$ cat src/rtl/multicycle_controller_if.sv
// Control interface between the multi-cycle sequencer and the shared RV32I datapath.
// Latency: none, this is wiring only; all timing lives in the controller.
// Backpressure: the unified memory stalls the sequencer through Mem_Ready_i.
interface multicycle_controller_if;
  logic [6:0] OP_i;
  logic       Zero_i;
  logic       Mem_Ready_i;
  logic       Mem_Req_o;
  logic       Mem_Write_o;
  logic       I_or_D_o;
  logic       IR_Write_o;
  logic       PC_Write_o;
  logic       PC_Src_o;
  logic [1:0] ALU_Src_A_o;
  logic [1:0] ALU_Src_B_o;
  logic [2:0] ALU_Op_o;
  logic [1:0] Result_Src_o;
  logic       Reg_Write_o;
  logic       Error_o;
  logic [3:0] State_o;

  // Controller side: samples datapath status, drives every enable and select.
  modport slave (
    input  OP_i, Zero_i, Mem_Ready_i,
    output Mem_Req_o, Mem_Write_o, I_or_D_o, IR_Write_o, PC_Write_o, PC_Src_o,
           ALU_Src_A_o, ALU_Src_B_o, ALU_Op_o, Result_Src_o, Reg_Write_o,
           Error_o, State_o
  );

  // Datapath side.
  modport master (
    output OP_i, Zero_i, Mem_Ready_i,
    input  Mem_Req_o, Mem_Write_o, I_or_D_o, IR_Write_o, PC_Write_o, PC_Src_o,
           ALU_Src_A_o, ALU_Src_B_o, ALU_Op_o, Result_Src_o, Reg_Write_o,
           Error_o, State_o
  );
endinterface

$ cat src/rtl/multicycle_controller.sv
// Multi-cycle RV32I sequencer: fetch/decode/execute/memory/write-back control FSM.
// Latency: 3-5 cycles per instruction with zero-wait memory, +1 per memory wait cycle.
// Backpressure: holds the memory request stable until Mem_Ready_i; halts after STALL_LIMIT waits.
module multicycle_controller #(
  parameter int STALL_LIMIT = 15
) (
  input logic                    clk,
  input logic                    reset,
  multicycle_controller_if.slave bus
);

  localparam int CNT_W = $clog2(STALL_LIMIT + 1);

  typedef enum logic [3:0] {
    S_FETCH     = 4'd0,
    S_DECODE    = 4'd1,
    S_MEM_ADDR  = 4'd2,
    S_MEM_READ  = 4'd3,
    S_MEM_WB    = 4'd4,
    S_MEM_WRITE = 4'd5,
    S_EXEC_R    = 4'd6,
    S_EXEC_I    = 4'd7,
    S_ALU_WB    = 4'd8,
    S_BEQ       = 4'd9,
    S_JAL       = 4'd10,
    S_LUI       = 4'd11,
    S_HALT      = 4'd12
  } state_t;

  state_t           r_state;
  state_t           w_next_state;
  logic [CNT_W-1:0] r_stall_cnt;
  logic             r_error;
  logic             w_wait_state;
  logic             w_stall_max;

  assign w_wait_state = (r_state == S_FETCH) || (r_state == S_MEM_READ) ||
                        (r_state == S_MEM_WRITE);
  assign w_stall_max  = (r_stall_cnt == CNT_W'(STALL_LIMIT));

  // State register, stall watchdog counter and sticky error flag.
  always_ff @(posedge clk) begin
    if (reset) begin
      r_state     <= S_FETCH;
      r_stall_cnt <= '0;
      r_error     <= 1'b0;
    end else begin
      r_state <= w_next_state;
      // Counter restarts on every state entry, so it only measures the current request.
      if (w_next_state != r_state) begin
        r_stall_cnt <= '0;
      end else if (w_wait_state && !bus.Mem_Ready_i) begin
        r_stall_cnt <= r_stall_cnt + 1'b1;
      end
      if (w_next_state == S_HALT) begin
        r_error <= 1'b1;
      end
    end
  end

  // Next-state selection; in wait states Ready wins over the watchdog timeout.
  always_comb begin
    w_next_state = r_state;
    case (r_state)
      S_FETCH: begin
        if (bus.Mem_Ready_i)  w_next_state = S_DECODE;
        else if (w_stall_max) w_next_state = S_HALT;
      end
      S_DECODE: begin
        case (bus.OP_i)
          7'h03, 7'h23: w_next_state = S_MEM_ADDR;
          7'h33:        w_next_state = S_EXEC_R;
          7'h13:        w_next_state = S_EXEC_I;
          7'h63:        w_next_state = S_BEQ;
          7'h6F:        w_next_state = S_JAL;
          7'h37:        w_next_state = S_LUI;
          default:      w_next_state = S_HALT;
        endcase
      end
      S_MEM_ADDR:  w_next_state = (bus.OP_i == 7'h03) ? S_MEM_READ : S_MEM_WRITE;
      S_MEM_READ: begin
        if (bus.Mem_Ready_i)  w_next_state = S_MEM_WB;
        else if (w_stall_max) w_next_state = S_HALT;
      end
      S_MEM_WB:    w_next_state = S_FETCH;
      S_MEM_WRITE: begin
        if (bus.Mem_Ready_i)  w_next_state = S_FETCH;
        else if (w_stall_max) w_next_state = S_HALT;
      end
      S_EXEC_R:    w_next_state = S_ALU_WB;
      S_EXEC_I:    w_next_state = S_ALU_WB;
      S_ALU_WB:    w_next_state = S_FETCH;
      S_BEQ:       w_next_state = S_FETCH;
      S_JAL:       w_next_state = S_FETCH;
      S_LUI:       w_next_state = S_ALU_WB;
      S_HALT:      w_next_state = S_HALT;
      default:     w_next_state = S_HALT;
    endcase
  end

  // Datapath controls decoded from the state; reset kills every enable immediately.
  always_comb begin
    bus.Mem_Req_o    = 1'b0;
    bus.Mem_Write_o  = 1'b0;
    bus.I_or_D_o     = 1'b0;
    bus.IR_Write_o   = 1'b0;
    bus.PC_Write_o   = 1'b0;
    bus.PC_Src_o     = 1'b0;
    bus.ALU_Src_A_o  = 2'b00;
    bus.ALU_Src_B_o  = 2'b00;
    bus.ALU_Op_o     = 3'b000;
    bus.Result_Src_o = 2'b00;
    bus.Reg_Write_o  = 1'b0;
    if (!reset) begin
      case (r_state)
        S_FETCH: begin
          bus.Mem_Req_o   = 1'b1;
          bus.ALU_Src_B_o = 2'b10;
          if (bus.Mem_Ready_i) begin
            bus.IR_Write_o   = 1'b1;
            bus.PC_Write_o   = 1'b1;
            bus.Result_Src_o = 2'b10;
          end
        end
        S_DECODE: begin
          bus.ALU_Src_A_o = 2'b01;
          bus.ALU_Src_B_o = 2'b01;
        end
        S_MEM_ADDR: begin
          bus.ALU_Src_A_o = 2'b10;
          bus.ALU_Src_B_o = 2'b01;
        end
        S_MEM_READ: begin
          bus.Mem_Req_o = 1'b1;
          bus.I_or_D_o  = 1'b1;
        end
        S_MEM_WB: begin
          bus.Reg_Write_o  = 1'b1;
          bus.Result_Src_o = 2'b01;
        end
        S_MEM_WRITE: begin
          bus.Mem_Req_o   = 1'b1;
          bus.Mem_Write_o = 1'b1;
          bus.I_or_D_o    = 1'b1;
        end
        S_EXEC_R: begin
          bus.ALU_Src_A_o = 2'b10;
          bus.ALU_Op_o    = 3'b010;
        end
        S_EXEC_I: begin
          bus.ALU_Src_A_o = 2'b10;
          bus.ALU_Src_B_o = 2'b01;
          bus.ALU_Op_o    = 3'b011;
        end
        S_ALU_WB: bus.Reg_Write_o = 1'b1;
        S_BEQ: begin
          bus.ALU_Src_A_o = 2'b10;
          bus.ALU_Op_o    = 3'b001;
          if (bus.Zero_i) begin
            bus.PC_Write_o = 1'b1;
            bus.PC_Src_o   = 1'b1;
          end
        end
        S_JAL: begin
          bus.ALU_Src_A_o  = 2'b01;
          bus.ALU_Src_B_o  = 2'b10;
          bus.Result_Src_o = 2'b10;
          bus.Reg_Write_o  = 1'b1;
          bus.PC_Write_o   = 1'b1;
          bus.PC_Src_o     = 1'b1;
        end
        S_LUI: begin
          bus.ALU_Src_B_o = 2'b01;
          bus.ALU_Op_o    = 3'b100;
        end
        default: ;
      endcase
    end
  end

  assign bus.Error_o = r_error;
  assign bus.State_o = r_state;

endmodule
$ cat src/flat_wrapper.sv
// flat-port wrapper written by rule: the top's interface ports become plain ports
module multicycle_controller_flat 
#(
  parameter int STALL_LIMIT = 15
)
  (clk, reset, bus_OP_i, bus_Zero_i, bus_Mem_Ready_i, bus_Mem_Req_o, bus_Mem_Write_o, bus_I_or_D_o, bus_IR_Write_o, bus_PC_Write_o, bus_PC_Src_o, bus_ALU_Src_A_o, bus_ALU_Src_B_o, bus_ALU_Op_o, bus_Result_Src_o, bus_Reg_Write_o, bus_Error_o, bus_State_o);
  multicycle_controller_if bus_i ();
  input logic clk;
  input logic reset;
  input wire logic [$bits(bus_i.OP_i)-1:0] bus_OP_i;
  input wire logic [$bits(bus_i.Zero_i)-1:0] bus_Zero_i;
  input wire logic [$bits(bus_i.Mem_Ready_i)-1:0] bus_Mem_Ready_i;
  output wire logic [$bits(bus_i.Mem_Req_o)-1:0] bus_Mem_Req_o;
  output wire logic [$bits(bus_i.Mem_Write_o)-1:0] bus_Mem_Write_o;
  output wire logic [$bits(bus_i.I_or_D_o)-1:0] bus_I_or_D_o;
  output wire logic [$bits(bus_i.IR_Write_o)-1:0] bus_IR_Write_o;
  output wire logic [$bits(bus_i.PC_Write_o)-1:0] bus_PC_Write_o;
  output wire logic [$bits(bus_i.PC_Src_o)-1:0] bus_PC_Src_o;
  output wire logic [$bits(bus_i.ALU_Src_A_o)-1:0] bus_ALU_Src_A_o;
  output wire logic [$bits(bus_i.ALU_Src_B_o)-1:0] bus_ALU_Src_B_o;
  output wire logic [$bits(bus_i.ALU_Op_o)-1:0] bus_ALU_Op_o;
  output wire logic [$bits(bus_i.Result_Src_o)-1:0] bus_Result_Src_o;
  output wire logic [$bits(bus_i.Reg_Write_o)-1:0] bus_Reg_Write_o;
  output wire logic [$bits(bus_i.Error_o)-1:0] bus_Error_o;
  output wire logic [$bits(bus_i.State_o)-1:0] bus_State_o;
  assign bus_i.OP_i = bus_OP_i;
  assign bus_i.Zero_i = bus_Zero_i;
  assign bus_i.Mem_Ready_i = bus_Mem_Ready_i;
  assign bus_Mem_Req_o = bus_i.Mem_Req_o;
  assign bus_Mem_Write_o = bus_i.Mem_Write_o;
  assign bus_I_or_D_o = bus_i.I_or_D_o;
  assign bus_IR_Write_o = bus_i.IR_Write_o;
  assign bus_PC_Write_o = bus_i.PC_Write_o;
  assign bus_PC_Src_o = bus_i.PC_Src_o;
  assign bus_ALU_Src_A_o = bus_i.ALU_Src_A_o;
  assign bus_ALU_Src_B_o = bus_i.ALU_Src_B_o;
  assign bus_ALU_Op_o = bus_i.ALU_Op_o;
  assign bus_Result_Src_o = bus_i.Result_Src_o;
  assign bus_Reg_Write_o = bus_i.Reg_Write_o;
  assign bus_Error_o = bus_i.Error_o;
  assign bus_State_o = bus_i.State_o;
  multicycle_controller #(.STALL_LIMIT(STALL_LIMIT)) u_core (.clk(clk), .reset(reset), .bus(bus_i));
endmodule
$ cat config.mk
export PLATFORM = sky130hd
export DESIGN_NAME = multicycle_controller_flat
export DESIGN_NICKNAME = d
export VERILOG_FILES = /design/src/rtl/multicycle_controller_if.sv /design/src/rtl/multicycle_controller.sv /design/src/flat_wrapper.sv
export SDC_FILE = /design/constraint.sdc
export NUM_CORES = 1
export LEC_CHECK = 0
export ABC_CLOCK_PERIOD_IN_PS = 4000
export BUFFER_PORTS_ARGS = -buffer_cell sky130_fd_sc_hd__buf_2
export CAP_MARGIN = 15
export CELL_PAD_IN_SITES_DETAIL_PLACEMENT = 0
export CELL_PAD_IN_SITES_GLOBAL_PLACEMENT = 1
export CORE_ASPECT_RATIO = 1.1
export CORE_MARGIN = 3
export CORE_UTILIZATION = 38
export DETAILED_ROUTE_END_ITERATION = 10
export GPL_ROUTABILITY_DRIVEN = 0
export PLACE_DENSITY_LB_ADDON = 0.1
export SYNTH_ARGS = -nofsm -noshare
export SYNTH_HDL_FRONTEND = slang
export SYNTH_SLANG_ARGS = --single-unit
$ cat constraint.sdc
create_clock -name clk -period 4 [get_ports clk]
set_clock_uncertainty 0.1 [all_clocks]
set_input_delay 0.8 -clock clk [delete_from_list [all_inputs] [get_ports clk]]
set_output_delay 0.8 -clock clk [all_outputs]
set_load 0.02 [all_outputs]
* Word-level counts from Yosys, hierarchy flattened
Cells that the tools add are included.
** Word-level totals
- Word-level logic and storage cells :: 73
- Output and inout bits :: 21
- Flip-flop bits (word level) :: 9
- Input bits :: 11
** Operators by class
- Muxes and demuxes :: 32
- Equal/unequal tests :: 21
- Reduce and logical (&&, ||, !) cells :: 16
- Add/sub/neg operators :: 1
** Operator list (number)
- case mux 4 bit (7 select lines) :: 1
- == test 4 bit (second input constant) :: 6
- case mux 4 bit (6 select lines) :: 1
- == test 7 x 6 -> 1 bit (second input constant) :: 3
- == test 4 x 3 -> 1 bit (second input constant) :: 4
- two-way mux 4 bit :: 4
- == test 7 bit (second input constant) :: 2
- two-way mux 1 bit :: 14
- case mux 3 bit (4 select lines) :: 1
- OR reduction 4 bit :: 3
- OR reduction 2 bit :: 5
- OR reduction 3 bit :: 3
- == test 4 x 2 -> 1 bit (second input constant) :: 2
- two-way mux 2 bit :: 4
- case mux 2 bit (2 select lines) :: 2
- == test 7 x 2 -> 1 bit (second input constant) :: 1
- == test 7 x 5 -> 1 bit (second input constant) :: 1
- two-way mux 3 bit :: 2
- case mux 2 bit (3 select lines) :: 1
- adder 4 x 1 -> 4 bit (second input constant) :: 1
- == test 4 x 1 -> 1 bit (second input constant) :: 1
- logical NOT 4 bit :: 1
- inequality test 4 bit :: 1
- case mux 1 bit (3 select lines) :: 1
- other kinds (4) :: 5

* Depth between registers and ports, before layout
Gate-level depths: netlist of run 1.
- Word-level depth :: 6
- Gate-level depth with buffers :: 6
- Gate-level depth less buffers :: 6

* Least setup slack after synthesis of run 1
No wires, ideal clock.
- Kind :: register to output
- Start :: register u_core.r_state[2], in the netlist u_core.bus.State_o[2]
- End :: output bus_ALU_Src_A_o[1]
- Path slack :: 1.296 ns
- Buffers on the path :: 2
- Arrival time :: 1.804 ns
- Cell stages (with the launch flop) :: 5
- Required time :: 3.100 ns
- Cells stage by stage :: dfxtp_1 buf_2 buf_1 or4b_2 a21oi_1
** Between the ends
- Cells in the longest elaborated chain, start to end :: 4
- Elaborated cells between the ends (all ways) :: 10
- Those cells by class :: eq/ne: 6; mux: 2; reduce/logical: 2
** RTL lines
- start: declaration :: RTL line multicycle_controller.sv:30 : state_t r_state;
- start signal: assignment :: RTL line multicycle_controller.sv:48 : r_state <= w_next_state;
- == test 4 x 2 -> 1 bit, or another cell as far along :: RTL line multicycle_controller.sv:115 : case (r_state)
- OR reduction 4 bit (no line) or OR reduction 2 bit (tied branches)
- case mux 2 bit (2 select lines) * :: RTL line multicycle_controller.sv:115
- two-way mux 2 bit * :: RTL line multicycle_controller.sv:114 : if (!reset) begin
- end: declaration :: RTL line flat_wrapper.sv:19 : output wire logic [$bits(bus_i.ALU_Src_A_o)-1:0] bus_ALU_Src_A_o;
Mark *: on every way between the ends. The rest lies on a longest branch, timed or not.

* Worst setup path in the final report of run 1
- Start :: register u_core.r_state[0], in the netlist u_core.bus.State_o[0]
- End :: output bus_ALU_Src_A_o[1]
Same word-level chain as after synthesis.

==> flow_summary.ini, run 1 <==
[synth]
ys_ff_latch = 9
postSynth.asyncResetShare = 0
yosys_most_used_dff = dfxtp_1
yosys.area.top_type = dfxtp_1
yosys.cell_count.top_type = nor2_1
synth_edf_count = 0
syn_area_per_cell_um2 = 7.40
synth.top_cell.area_share = 0.173
netlist_instances = 141
synth-seq-area-share = 0.173
mappedNetlistArea_mm2 = 0.00104
ranking_of_synthesized_cells_by_area = dfxtp_1, nor2_1, a21oi_1, nor3_1, nor4_1
yosys_warnings = 0
number_of_different_library_cells_in_the_post_synthesis_netlist = 55
synthesized_net_count = 153
synth.cells.most_frequent = nor2_1, a21oi_1, nand2_1

[placed_design]
port_buffers = 31
dp.final_hpwl_mm = 2.08
post_dp_cell_area_mm2 = 0.00118

[route]
route.detailed.wl_per_inst_um = 14.4
ant_nets = 0
drt_drc_violations_left = 0
vias = 1151
detail_route.wirelength_mm = 2.85
drt_iter0_drc = 18
detail_route.vias_per_cell = 5.81
drt_first_pass_iters = 4

[power_and_ir_drop]
max-vdd-ir-drop_uv = 199
power_frac_seq = 0.359
fin_total_pwr_mw = 0.304
power.density_cell_area_mw_per_mm2 = 252
clock_power_share = 0.224
pwr-share-comb = 0.417
power_report.internal_total_mw = 0.181
total_switching_power_mw = 0.123
leakagePower_nw = 0.505
power.share.switching = 0.403

[timing]
report.final.hold_viol_count = 0
fmax_mhz = 330
timing_worst_slew_pin_value_ns = 0.880
rsz0062_at_grt = no
max_slew_margin = 0.412
final.min_clock_period_ns = 3.03
final-setup-viol-count = 0
part_of_the_cycle_the_worst_path_needs = 0.758
timing.final.max_slew_violations = 0
tns_ns = 0

[finish]
final_design_area_no_fill_mm2 = 0.00121
flow.area_growth_from_synthesis_pct = 15.6
multi_input_comb_area_um2 = 787
area.sequential_um2 = 180
layout.nets = 180
fillCellCount = 271
diodes = 0
drive_above_1_share = 0.305

[clock_tree]
post_cts_hold_buffer_count = 0
clkSlewWorstSetupHoldPaths_ns = 0.06
cts-root-buf = clkbuf_4
cts_htree_levels = 1
setup_fix_bufs_post_cts = 0
max-clock-path-buffers = 2
post_cts_resize_count = 0
tritoncts_clock_tree = yes
cts.sinks = 9
clock_latency_ns = 0.25
numCtsBuffers = 3

[worst_setup_path]
required_ns = 3.10
worst-endpoint-arrival_ns = 2.13
worst_path_class_setup = register to primary output
critical_path.max_fanout = 16
endpoint_kind = primary output
kind_of_start_point_of_the_critical_path = register
setup.reg_to_reg.worst_slack_ns = 1.52

[die]
die_x_um = 56.0
floorplan.rows = 19
die_y_um = 61.0
design.portCount = 32
core_mm2 = 0.00257
start_util = 0.406
die-area_mm2 = 0.00341

[grt]
grt.met3_usage = 0.0447
grt_pass1_vias = 1021
antenna_found_initial = 0
grt_max_degree = 26
grt_overflow = 0
global_route.usage.met2 = 0.299
wire_length_of_the_first_global_routing_pass_mm = 4.61
met1_usage = 0.210
globalRoute.busiestLayer = met2
grt_usage = 0.166

[flow_run]
number_of_max_cap_violations = 0

[min_path]
worstHoldPathType = register to register

[status]
status = completed
[placed cells by master (no fill, tap or decap), types with 3 or more instances in the layout]
cell type,instances
a21oi_1,12
buf_2,31
clkbuf_4,3
dfxtp_1,9
nand2_1,11
nand3_1,6
nor2_1,18
nor3_1,10
nor4_1,7
xor2_1,3
[final timing paths]
check,startpoint,to,depth (start not counted)
worst max register to register,u_core.bus.State_o[2],u_core.r_stall_cnt[0],5
worst max-delay path,u_core.bus.State_o[0],bus_ALU_Src_A_o[1],4
worst min-delay path,u_core.bus.Error_o,u_core.bus.Error_o,2
worst min register to register,u_core.bus.Error_o,u_core.bus.Error_o,2
[layer usage]
metal  routed length [µm]  vias up
li1                     -      577
met1                 1350      543
met2                 1330       29
met3                  159        2
met4                    4        0
met5                    0        -
[state kept, by name (all words and copies together) (netlist names)]
name                flops
u_core.bus.State_o      4
u_core.bus.Error_o      1
u_core.r_stall_cnt      4
[kinds of logic (layout without fill, tap and decap cells)]
| family | Yosys count | after routing | synth area share |
|---|---|---|---|
| simple gates | 77 | 77 | 0.412 |
| compound gates | 34 | 34 | 0.269 |
| buf+inv | 13 | 39 | 0.0731 |
| mux | 2 | 2 | 0.0192 |
| xor+xnor | 5 | 5 | 0.0420 |
| fa+ha+maj | 1 | 1 | 0.0120 |
| flops | 9 | 9 | 0.173 |
[power by group through the flow]
stage / registers [mW] / logic [mW] / clock network [mW]
2_1_floorplan: 0.105 / 0.0981 / 0
3_3_place_gp: 0.111 / 0.126 / 0
3_5_place_dp: 0.111 / 0.127 / 0
4_1_cts: 0.109 / 0.127 / 0.0706
5_1_grt: 0.111 / 0.140 / 0.0762
6_report: 0.109 / 0.127 / 0.0680
[layout make-up]
type	count	share of cell area
inverter	3	0.00934
clock buffer	4	0.0218
tap	31	0.0322
timing repair buffer	32	0.135
multi-input combinational	119	0.652
sequential	9	0.149
[worst max-delay path: stages, from the launching register on]
cell and delay (ns):
dfxtp_1 0.65, inv_2 0.21, or4b_2 0.70, a21oi_1 0.13, buf_2 0.17
[metrics by stage]
step,instances,setup slack (ns),hold slack (ns),utilization
after detailed placement,194,1.26,0.347,0.460
final,198,0.968,0.361,0.470
after CTS,198,0.965,0.365,0.470
after global placement,194,1.28,0.343,0.460
after global routing,198,0.851,0.392,0.470
after floorplan,141,1.30,0.416,-
(Power assumes the default switching activity.)
==> run 2: changes to the inputs <==
--- a/config.mk
+++ b/config.mk
@@ -5,14 +5,15 @@
 export SDC_FILE = /design/constraint.sdc
 export NUM_CORES = 1
 export LEC_CHECK = 0
-export ABC_CLOCK_PERIOD_IN_PS = 4000
+export ABC_AREA = 1
+export ABC_CLOCK_PERIOD_IN_PS = 3060
 export BUFFER_PORTS_ARGS = -buffer_cell sky130_fd_sc_hd__buf_2
 export CAP_MARGIN = 15
 export CELL_PAD_IN_SITES_DETAIL_PLACEMENT = 0
 export CELL_PAD_IN_SITES_GLOBAL_PLACEMENT = 1
 export CORE_ASPECT_RATIO = 1.1
 export CORE_MARGIN = 3
-export CORE_UTILIZATION = 38
+export CORE_UTILIZATION = 32
 export DETAILED_ROUTE_END_ITERATION = 10
 export GPL_ROUTABILITY_DRIVEN = 0
 export PLACE_DENSITY_LB_ADDON = 0.1
==> constraint.sdc (replaced) <==
create_clock -name clk -period 3.06 [get_ports clk]
set_clock_uncertainty 0.1 [all_clocks]
set_input_delay 0.612 -clock clk [delete_from_list [all_inputs] [get_ports clk]]
set_output_delay 0.612 -clock clk [all_outputs]
set_load 0.02 [all_outputs]
==> flow_summary.ini, run 2 <==
[finish]
drive_above_1_share = 0.294
final_design_area_no_fill_mm2 = 0.00118
multi_input_comb_area_um2 = 661
diodes = 0
layout.nets = 214
fillCellCount = 328
area.sequential_um2 = 180
most-common-layout-cells = nand2_1, nor2_1, buf_2, inv_1, nand3_1
flow.area_growth_from_synthesis_pct = 22.4
most_common_cell_after_layout_fill_and_taps_aside = nand2_1

[grt]
antenna_found_initial = 0
grt_overflow = 0
grt_max_degree = 20
grt_pass1_vias = 1077
grt_usage = 0.161
wire_length_of_the_first_global_routing_pass_mm = 4.76

[timing]
final.setup.worst_slack_ns = 0.737
part_of_the_cycle_the_worst_path_needs = 0.759
tns_ns = 0
max_slew_margin = 0.784
timing.final.max_slew_violations = 0
timing_worst_slew_pin_value_ns = 0.325
final-setup-viol-count = 0
fmax_mhz = 430
final.min_clock_period_ns = 2.32
report.final.hold_viol_count = 0
rsz0062_at_grt = no
whs_ns = 0.383

[worst_setup_path]
worst-endpoint-arrival_ns = 1.61
required_ns = 2.35
critical_path.max_fanout = 7
max_stage_delay_ns = 0.49
worst_path_max_delay_cell = dfxtp_1
worstPathCellList = inv_2, nor2_2, inv_1, nor2_1, inv_1, a21oi_1, buf_2
endpoint_kind = primary output
critical-path-top-cell-by-count = inv_1
worst_path_class_setup = register to primary output
kind_of_start_point_of_the_critical_path = register
critical-path-top-delay-family = flip-flops
timing.critical_path.buf_inv = 4

[flow_run]
number_of_max_cap_violations = 0

[synth]
mappedNetlistArea_um2 = 961
synth_top_family_by_area = simple AND/OR/NAND/NOR gates
ranking_of_synthesized_cells_by_area = dfxtp_1, nand2_1, nor2_1, inv_1, nand3_1
synth-compound-area-share = 0.109
ys_ff_latch = 9
share_of_cell_area_taken_by_muxes_after_synthesis = 0.0117
synth_edf_count = 0
post_synth_and_or_nand_nor_area_fraction = 0.526
yosys.area.top_type = dfxtp_1
synthesized_net_count = 180
synth_fa_ha_area_frac = 0.0130
yosys_most_used_dff = dfxtp_1
synth.top_cell.area_share = 0.188
synth_xor_area_frac = 0.0273
yosys_warnings = 0
number_of_different_library_cells_in_the_post_synthesis_netlist = 28
netlist_instances = 168
synth.cells.most_frequent = nand2_1, nor2_1, inv_1
synth-seq-area-share = 0.188
syn_area_per_cell_um2 = 5.72
yosys.cell_count.top_type = nand2_1
postSynth.asyncResetShare = 0

[die]
die_x_um = 58.3
start_util = 0.340
die-area_mm2 = 0.00370
die_y_um = 63.5
floorplan.rows = 20
design.portCount = 32
core_mm2 = 0.00283

[clock_tree]
post_cts_resize_count = 0
clkSlewWorstSetupHoldPaths_ns = 0.09
clock_latency_ns = 0.28
post_cts_hold_buffer_count = 0
setup_fix_bufs_post_cts = 0
cts.sinks = 9
tritoncts_clock_tree = yes
cts_htree_levels = 1
max-clock-path-buffers = 2
cts-root-buf = clkbuf_4
numCtsBuffers = 3

[route]
ant_nets = 0
detail_route.wirelength_mm = 2.73
vias = 1133
route.detailed.wl_per_inst_um = 11.7
detail_route.vias_per_cell = 4.84
drt_iter0_drc = 32
drt_first_pass_iters = 4
drt_drc_violations_left = 0

[placed_design]
port_buffers = 31
dp.final_hpwl_mm = 2.22
pre_cts_ws_ns = 0.902
post_dp_cell_area_mm2 = 0.00115

[power_and_ir_drop]
fin_total_pwr_mw = 0.725
power.density_cell_area_mw_per_mm2 = 617
max-vdd-ir-drop_uv = 288
leakagePower_nw = 0.660

[min_path]
worstHoldPathType = register to register

[status]
status = completed
run 2: changes by cell type in the layout (fill, tap and decap cells not counted), sizes merged, moves of 3 or more:
cell	delta
nand2	+29
inv	+26
nor2	+21
nand3	+10
nor3	-9
nor4	-7
nand4	+5
a21o	-3
a221oi	-3
run 2: metrics by stage:
stage	utilization	cells
global placement	0.407	230
global route	0.416	234
CTS	0.416	234
detailed placement	0.407	230
floorplan	-	168
finish	0.416	234
run 2: area by class of cell:
class                           count  area share
Clock buffer                        4      0.0223
Inverter                           30      0.0957
Multi-Input combinational cell    127       0.562
Sequential cell                     9       0.153
Tap cell                           33      0.0351
Timing Repair Buffer               31       0.132
run 2: worst register-to-register path, stage by stage, from the launching register on:
cell and delay, ns:
dfxtp_1 0.49, inv_2 0.08, nor2_2 0.18, nand2_1 0.13, clkinv_1 0.08, nand2_1 0.05, nand3_1 0.13, nor2_1 0.06
nor2_2 0.16, nand4_4 0.12, nor2_1 0.10
run 2: worst paths after layout:
path	from	to	slack [ns]	depth (start not counted)
max	u_core.bus.State_o[1]	bus_Reg_Write_o	0.74	7
min	u_core.bus.Error_o	u_core.bus.Error_o	0.38	2
max reg2reg	u_core.bus.State_o[1]	u_core.r_stall_cnt[3]	1.29	10
min reg2reg	u_core.bus.Error_o	u_core.bus.Error_o	0.38	2
run 2: cells by family after synthesis:
group           count (synthesis)
compound gates                 17
simple gates                  105
flops                           9
buf+inv                        32
xor+xnor                        3
mux                             1
fa+ha+maj                       1
run 2: metal layers:
metal,wire length (µm),GRT usage,vias up
li1,-,-,594
met1,1210,0.196,496
met2,1300,0.275,37
met3,171,0.0328,6
met4,46,0.0580,0
met5,0,0,-
run 2: power by group:
group          total, mW  internal, mW  leakage (nW)  switching, mW
clock              0.106        0.0505        0.0150         0.0558
combinational      0.452         0.148         0.572          0.304
sequential         0.167         0.138        0.0734         0.0289
total              0.725         0.337         0.660          0.389
==> run 3: changes to the inputs <==
--- a/config.mk
+++ b/config.mk
@@ -6,7 +6,7 @@
 export NUM_CORES = 1
 export LEC_CHECK = 0
 export ABC_AREA = 1
-export ABC_CLOCK_PERIOD_IN_PS = 3060
+export ABC_CLOCK_PERIOD_IN_PS = 2300
 export BUFFER_PORTS_ARGS = -buffer_cell sky130_fd_sc_hd__buf_2
 export CAP_MARGIN = 15
 export CELL_PAD_IN_SITES_DETAIL_PLACEMENT = 0
==> constraint.sdc (replaced) <==
create_clock -name clk -period 2.3 [get_ports clk]
set_clock_uncertainty 0.1 [all_clocks]
set_input_delay 0.46 -clock clk [delete_from_list [all_inputs] [get_ports clk]]
set_output_delay 0.46 -clock clk [all_outputs]
set_load 0.02 [all_outputs]
==> flow_summary.ini, run 3 (same netlist as run 2, synthesis figures left out) <==
[finish]
most-common-layout-cells = nand2_1, nor2_1, buf_2, inv_1, nand3_1
layout.nets = 214
diodes = 0
drive_above_1_share = 0.299
flow.area_growth_from_synthesis_pct = 22.5
final_util = 0.416
most_common_cell_after_layout_fill_and_taps_aside = nand2_1
fillCellCount = 335

[timing]
final-setup-viol-count = 0
tns_ns = 0
timing.final.max_slew_violations = 0
timing_worst_slew_pin_value_ns = 0.325
max_slew_margin = 0.782
part_of_the_cycle_the_worst_path_needs = 0.937
fmax_mhz = 464
rsz0062_at_grt = no
final.min_clock_period_ns = 2.15
report.final.hold_viol_count = 0

[min_path]
worstHoldPathType = register to register

[route]
drt_first_pass_iters = 4
vias = 1121
detail_route.vias_per_cell = 4.79
detail_route.wirelength_mm = 2.61
drt_drc_violations_left = 0
ant_nets = 0
drt_iter0_drc = 30
route.detailed.wl_per_inst_um = 11.1

[clock_tree]
cts-root-buf = clkbuf_4
tritoncts_clock_tree = yes
numCtsBuffers = 3
clkSlewWorstSetupHoldPaths_ns = 0.06
cts_htree_levels = 1
setup_fix_bufs_post_cts = 0
max-clock-path-buffers = 2
clock_latency_ns = 0.27
cts.sinks = 9

[worst_setup_path]
worst_path_class_setup = register to primary output
kind_of_start_point_of_the_critical_path = register
worst-endpoint-arrival_ns = 1.59
endpoint_kind = primary output
required_ns = 1.74
critical_path.max_fanout = 5

[placed_design]
dp.final_hpwl_mm = 2.18
port_buffers = 31

[flow_run]
number_of_max_cap_violations = 0

[power_and_ir_drop]
fin_total_pwr_mw = 0.955
leakagePower_nw = 0.661
power.density_cell_area_mw_per_mm2 = 811
max-vdd-ir-drop_uv = 398

[grt]
antenna_found_initial = 0
wire_length_of_the_first_global_routing_pass_mm = 4.60
grt_usage = 0.159
grt_max_degree = 20
grt_overflow = 0
grt_pass1_vias = 1072

[die]
design.portCount = 32
die_x_um = 58.3
floorplan.rows = 20
die_y_um = 63.5
die-area_mm2 = 0.00370
core_mm2 = 0.00283
start_util = 0.340

[status]
status = completed
-- run 3: layout make-up --
| class | instances | area, µm² | share of cell area |
|---|---|---|---|
| multi-input combinational | 127 | 661 | 0.561 |
| sequential | 9 | 181 | 0.154 |
| timing repair buffer | 31 | 155 | 0.132 |
| inverter | 30 | 113 | 0.0956 |
| tap | 33 | 41.3 | 0.0351 |
| clock buffer | 4 | 26.3 | 0.0223 |
-- run 3: critical path, stage by stage (launching register included) --
cell and delay (ns):
dfxtp_1 0.47, nand2_1 0.18, nor2_1 0.16, inv_1 0.05, a21oi_1 0.19, a31o_2 0.13
buf_2 0.15
-- run 3: final timing paths --
| check | start | endpoint | slack, ns | cells after the start |
|---|---|---|---|---|
| hold / removal | u_core.bus.Error_o | u_core.bus.Error_o | 0.37 | 2 |
| setup / recovery | u_core.bus.State_o[3] | bus_ALU_Src_A_o[1] | 0.15 | 6 |
| setup reg to reg | u_core.bus.State_o[0] | u_core.r_stall_cnt[1] | 0.55 | 9 |
| hold reg to reg | u_core.bus.Error_o | u_core.bus.Error_o | 0.37 | 2 |
-- run 3: stage by stage --
step / instances / setup WS (ns) / hold WS (ns) / instance area (µm²)
floorplan: 168 / 0.217 / 0.403 / 961
global placement: 230 / 0.356 / 0.353 / 1150
detailed placement: 230 / 0.384 / 0.360 / 1150
CTS: 234 / 0.0812 / 0.379 / 1180
global route: 234 / 0.0113 / 0.431 / 1180
finish: 234 / 0.145 / 0.371 / 1180
-- run 3: where the power goes --
part           total [mW]  internal, mW  leakage, nW  switching [mW]
clock               0.134        0.0670       0.0150          0.0674
sequential          0.220         0.183       0.0739          0.0370
combinational       0.600         0.198        0.572           0.402
-- run 3: repair_timing --
item / in CTS / in global routing
endpoints found under the setup margin: 0 / 6
gates resized for setup: 0 / 1
hold buffers: 0 / 0
-- run 3: routing by layer --
| metal | GRT usage | routed length [µm] | up-vias | share of wire |
|---|---|---|---|---|
| met5 | 0 | 0 | - | 0 |
| met4 | 0.0522 | 18 | 0 | 0.0069 |
| met2 | 0.274 | 1240 | 32 | 0.48 |
| met3 | 0.0287 | 166 | 2 | 0.064 |
| met1 | 0.195 | 1180 | 494 | 0.45 |
| li1 | - | - | 593 | - |
